$ cat config.mk
export PLATFORM = sky130hd
export DESIGN_NAME = slice_collector
export DESIGN_NICKNAME = d
export VERILOG_FILES = /design/src/rtl/slice_collector_pkg.sv /design/src/rtl/slice_collector_slice_row_reg.sv /design/src/rtl/slice_collector.sv
export SDC_FILE = /design/constraint.sdc
export NUM_CORES = 1
export LEC_CHECK = 0
export ABC_AREA = 0
export CAP_MARGIN = 20
export CORE_ASPECT_RATIO = 0.75
export CORE_UTILIZATION = 30
export DETAILED_ROUTE_END_ITERATION = 8
export PLACE_DENSITY_LB_ADDON = 0.2
export SLEW_MARGIN = 0
export SYNTH_ARGS = -nofsm -noshare
export SYNTH_HDL_FRONTEND = slang
export SYNTH_SLANG_ARGS = --single-unit
$ cat constraint.sdc
create_clock -name clk -period 3.7 [get_ports clk]
set_input_delay 0.74 -clock clk [delete_from_list [all_inputs] [get_ports clk]]
set_output_delay 0.74 -clock clk [all_outputs]
set_load 0.05 [all_outputs]
$ cat src/rtl/slice_collector_pkg.sv
// Shared sizing and state encoding for the slice collector and its row register.
package slice_collector_pkg;

  localparam int N_DEF   = 5;
  localparam int SLICE_W = N_DEF * N_DEF;
  localparam int IDX_W   = $clog2(N_DEF);

  typedef enum logic {
    FILL = 1'b0,
    FULL = 1'b1
  } state_t;

endpackage

$ cat src/rtl/slice_collector_slice_row_reg.sv
// N*N slice storage, one N-bit row written per accepted beat; write lands on the next edge.
// No handshake of its own: the collector decides when a row write happens.
module slice_row_reg
  import slice_collector_pkg::*;
#(
  parameter int N = N_DEF
) (
  input  logic                   clk,
  input  logic                   rst_n,
  input  logic                   wr,
  input  logic [$clog2(N)-1:0]   wr_idx,
  input  logic [N-1:0]           wr_row,
  output logic [N*N-1:0]         slice
);

  localparam int IW = $clog2(N);

  // Row r occupies slice[r*N +: N], so bit index is row*N + col.
  always_ff @(posedge clk or negedge rst_n) begin
    if (!rst_n) begin
      slice <= '0;
    end else begin
      for (int r = 0; r < N; r++) begin
        if (wr && (wr_idx == IW'(r))) begin
          slice[r*N +: N] <= wr_row;
        end
      end
    end
  end

endmodule

$ cat src/rtl/slice_collector.sv
// Collects N rows into an N*N slice; out_valid rises one cycle after the last row is accepted.
// While a slice is held, in_ready follows out_ready so row 0 of the next slice can overlap the drain.
module slice_collector
  import slice_collector_pkg::*;
#(
  parameter int N = N_DEF
) (
  input  logic                   clk,
  input  logic                   rst_n,
  input  logic                   clr,
  input  logic [N-1:0]           in_row,
  input  logic                   in_valid,
  output logic                   in_ready,
  output logic [N*N-1:0]         out_slice,
  output logic                   out_valid,
  input  logic                   out_ready,
  output logic [$clog2(N)-1:0]   row_idx
);

  localparam int             IW   = $clog2(N);
  localparam logic [IW-1:0]  LAST = IW'(N - 1);

  state_t         state;
  state_t         state_nxt;
  logic [IW-1:0]  idx_nxt;
  logic           accept;

  assign in_ready  = (state == FILL) || out_ready;
  assign out_valid = (state == FULL);
  // clr suppresses the row write as well as the state change.
  assign accept    = in_valid && in_ready && !clr;

  always_ff @(posedge clk or negedge rst_n) begin
    if (!rst_n) begin
      state   <= FILL;
      row_idx <= '0;
    end else begin
      state   <= state_nxt;
      row_idx <= idx_nxt;
    end
  end

  always_comb begin
    state_nxt = state;
    idx_nxt   = row_idx;
    if (clr) begin
      state_nxt = FILL;
      idx_nxt   = '0;
    end else begin
      case (state)
        FILL: begin
          if (accept) begin
            if (row_idx == LAST) begin
              state_nxt = FULL;
              idx_nxt   = '0;
            end else begin
              idx_nxt = row_idx + 1'b1;
            end
          end
        end
        FULL: begin
          // A row accepted here is row 0 of the next slice (row_idx is already 0).
          if (out_ready) begin
            state_nxt = FILL;
            idx_nxt   = accept ? IW'(1) : '0;
          end
        end
        default: begin
          state_nxt = FILL;
          idx_nxt   = '0;
        end
      endcase
    end
  end

  slice_row_reg #(.N(N)) u_rows (
    .clk    (clk),
    .rst_n  (rst_n),
    .wr     (accept),
    .wr_idx (row_idx),
    .wr_row (in_row),
    .slice  (out_slice)
  );

endmodule

==> qor.yml <==
outcome:
  status: "complete, no violations"
clocking:
  cts_buffers: 5
  clock_latency_ps: 270
  cts_setup_buffers: 0
  cts_tree: "built"
  cts_resized: 0
  cts_root_buf: "clkbuf_8"
  postCtsHoldBufs: 0
  clock_sinks: 29
  cts.path.max_buffers: 2
  htreeDepth: 2
  cts.clk_slew.worst_paths_ps: 60
floorplan:
  die_y_um: 58.15
  io_pins: 40
  fp.coreArea_um2: 4029
  die_area_um2: 4470
  die_w_um: 76.87
  start_util_pct: 31.30
  rows: 20
timing:
  fin_crit_sh_pct: 83.62
  min_period_ps: 3094
  slew_violations: 0
  fmaxAchievable_mhz: 323.2
  max_slew.worst_pin.slew_ps: 512.2
  fin_worst_skew_ps: 2.643
  fin_setup_tns_ps: 0
  rsz0062_at_grt: "no"
  hold_viol: 0
  worst_slack_ps: 606.0
  relSlewSlack_pct: 65.75
  hold_slack_ps: 502.6
  setup_violations: 0
final_layout:
  final_util_pct: 44.53
  final_cells: 187
  fin_nets: 146
  fin_area_um2: 1794
  diodes: 0
  final_common_cell: "clkdlybuf4s50_1"
  area_delta_synth_final_pct: 42.26
  fillers: 375
  drive_gt1_share_pct: 25.76
  layout_common_cells: "clkdlybuf4s50_1, dfrtp_1, mux2_2"
worst_setup_path:
  worstPathArrival_ps: 2350
  critPathKind: "input pin to output port"
  critPathRequiredTime_ps: 2960
  cp-start-kind: "input pin"
  path_max_fanout: 7
  end_kind: "output port"
placed_design:
  dpl.hpwl_mm: 1.889
  post-place-ws_ps: 599.7
  gp_congestion: 0.8749
  place_area_um2: 1712
  portBuffers: 39
  dp.cells: 179
synth:
  synth_top_area_cell: "dfrtp_1"
  yosysTopAreaCellShare_pct: 57.54
  synth_area_um2: 1261
  synth_nets: 101
  yosys_warnings: 0
  syn_area_per_cell_um2: 14.67
  syn-instance-count: 86
  synth_area_leaders: "dfrtp_1, mux2_2, mux2_4"
  ys_types: 20
  ys_ff_latch: 29
  yosysSeqAreaShare_pct: 57.54
global_routing:
  grt_pass1_vias: 832
  antenna_found_initial: 0
  grt_first_pass_wirelength_mm: 4.360
  overflow: 0
  track_usage_pct: 13.33
  grt_max_degree: 30
power:
  irDropWorstVdd_mv: 0.3852
  p_per_area_nw_per_um2: 835.9
  leakage_nw: 0.7873
  total_power_mw: 1.500
routing:
  ant_nets: 0
  wl_per_cell_um: 14.47
  post-route-drc-count: 0
  routed_wl_mm: 2.706
  viasPerCell: 4.513
  drt_pass1_iterations: 3
  vias: 844
  drt-initial-drc-count: 33
flow_run:
  maxCapViolations: 0
min_path:
  hold_class: "flop to flop"
per-layer routing:
layer	GRT usage [%]	share of wire, %	vias to the layer above
li1	-	-	398
met1	18.07	48	417
met2	19.77	46	24
met3	3.622	3.8	5
met4	6.593	1.6	0
met5	0	0	-
power by group:
group	switching (mW)	internal, mW	total (mW)
Sequential	0.0610	0.425	0.486
Clock	0.114	0.130	0.244
Combinational	0.486	0.283	0.769
Total	0.661	0.839	1.50
state kept, by name, summed over array words and instances, names as in the netlist:
register,count
row_idx,3
out_valid,1
u_rows.slice,25
Yosys cell counts:
library cell and instances:
and2b_1 1, inv_1 4, dfrtp_1 29, a2111oi_0 1
a211oi_1 1, buf_2 1, nor2_1 1, a21oi_1 2
nor2b_1 1, nand4_1 3, a221oi_1 1, nand3_1 4
mux2_2 21, ha_1 5, mux2i_1 2, and3b_1 1
nand2b_1 1, nand2_1 1, buf_6 1, mux2_4 5
layout make-up:
cell class / count / area [um^2] / area share (%)
flip-flops and latches: 29 / 725.7 / 40.45
multi-input cells: 51 / 504.2 / 28.10
repair buffers: 40 / 397.9 / 22.18
clock buffers: 6 / 72.57 / 4.045
well taps: 55 / 68.82 / 3.835
inverters: 4 / 15.01 / 0.8368
clock inverters: 2 / 10.01 / 0.5579
worst max-delay path: stages:
cell and delay, ps:
clkdlybuf4s50_1 510, nand2b_1 250, clkdlybuf4s50_1 850
kinds of logic (layout without fill, tap and decap cells):
| kind of cell | Yosys count | in the layout | synth area share (%) |
|---|---|---|---|
| flops | 29 | 29 | 57.54 |
| mux | 28 | 28 | 26.29 |
| buf+inv | 6 | 52 | 2.479 |
| fa+ha+maj | 5 | 5 | 4.960 |
| simple gates | 13 | 13 | 5.953 |
| compound gates | 5 | 5 | 2.778 |
final timing paths:
path	from	end	slack (ps)	depth (start not counted)
min	u_rows.slice[8]	u_rows.slice[8]	500	1
min reg2reg	u_rows.slice[8]	u_rows.slice[8]	500	1
max reg2reg	row_idx[0]	u_rows.slice[24]	1870	5
max in group asynchronous	rst_n	u_rows.slice[0]	2560	2
min in group asynchronous	rst_n	u_rows.slice[21]	850	2
max	out_ready	in_ready	610	3
No activity file was read; power rests on OpenSTA's default activity.
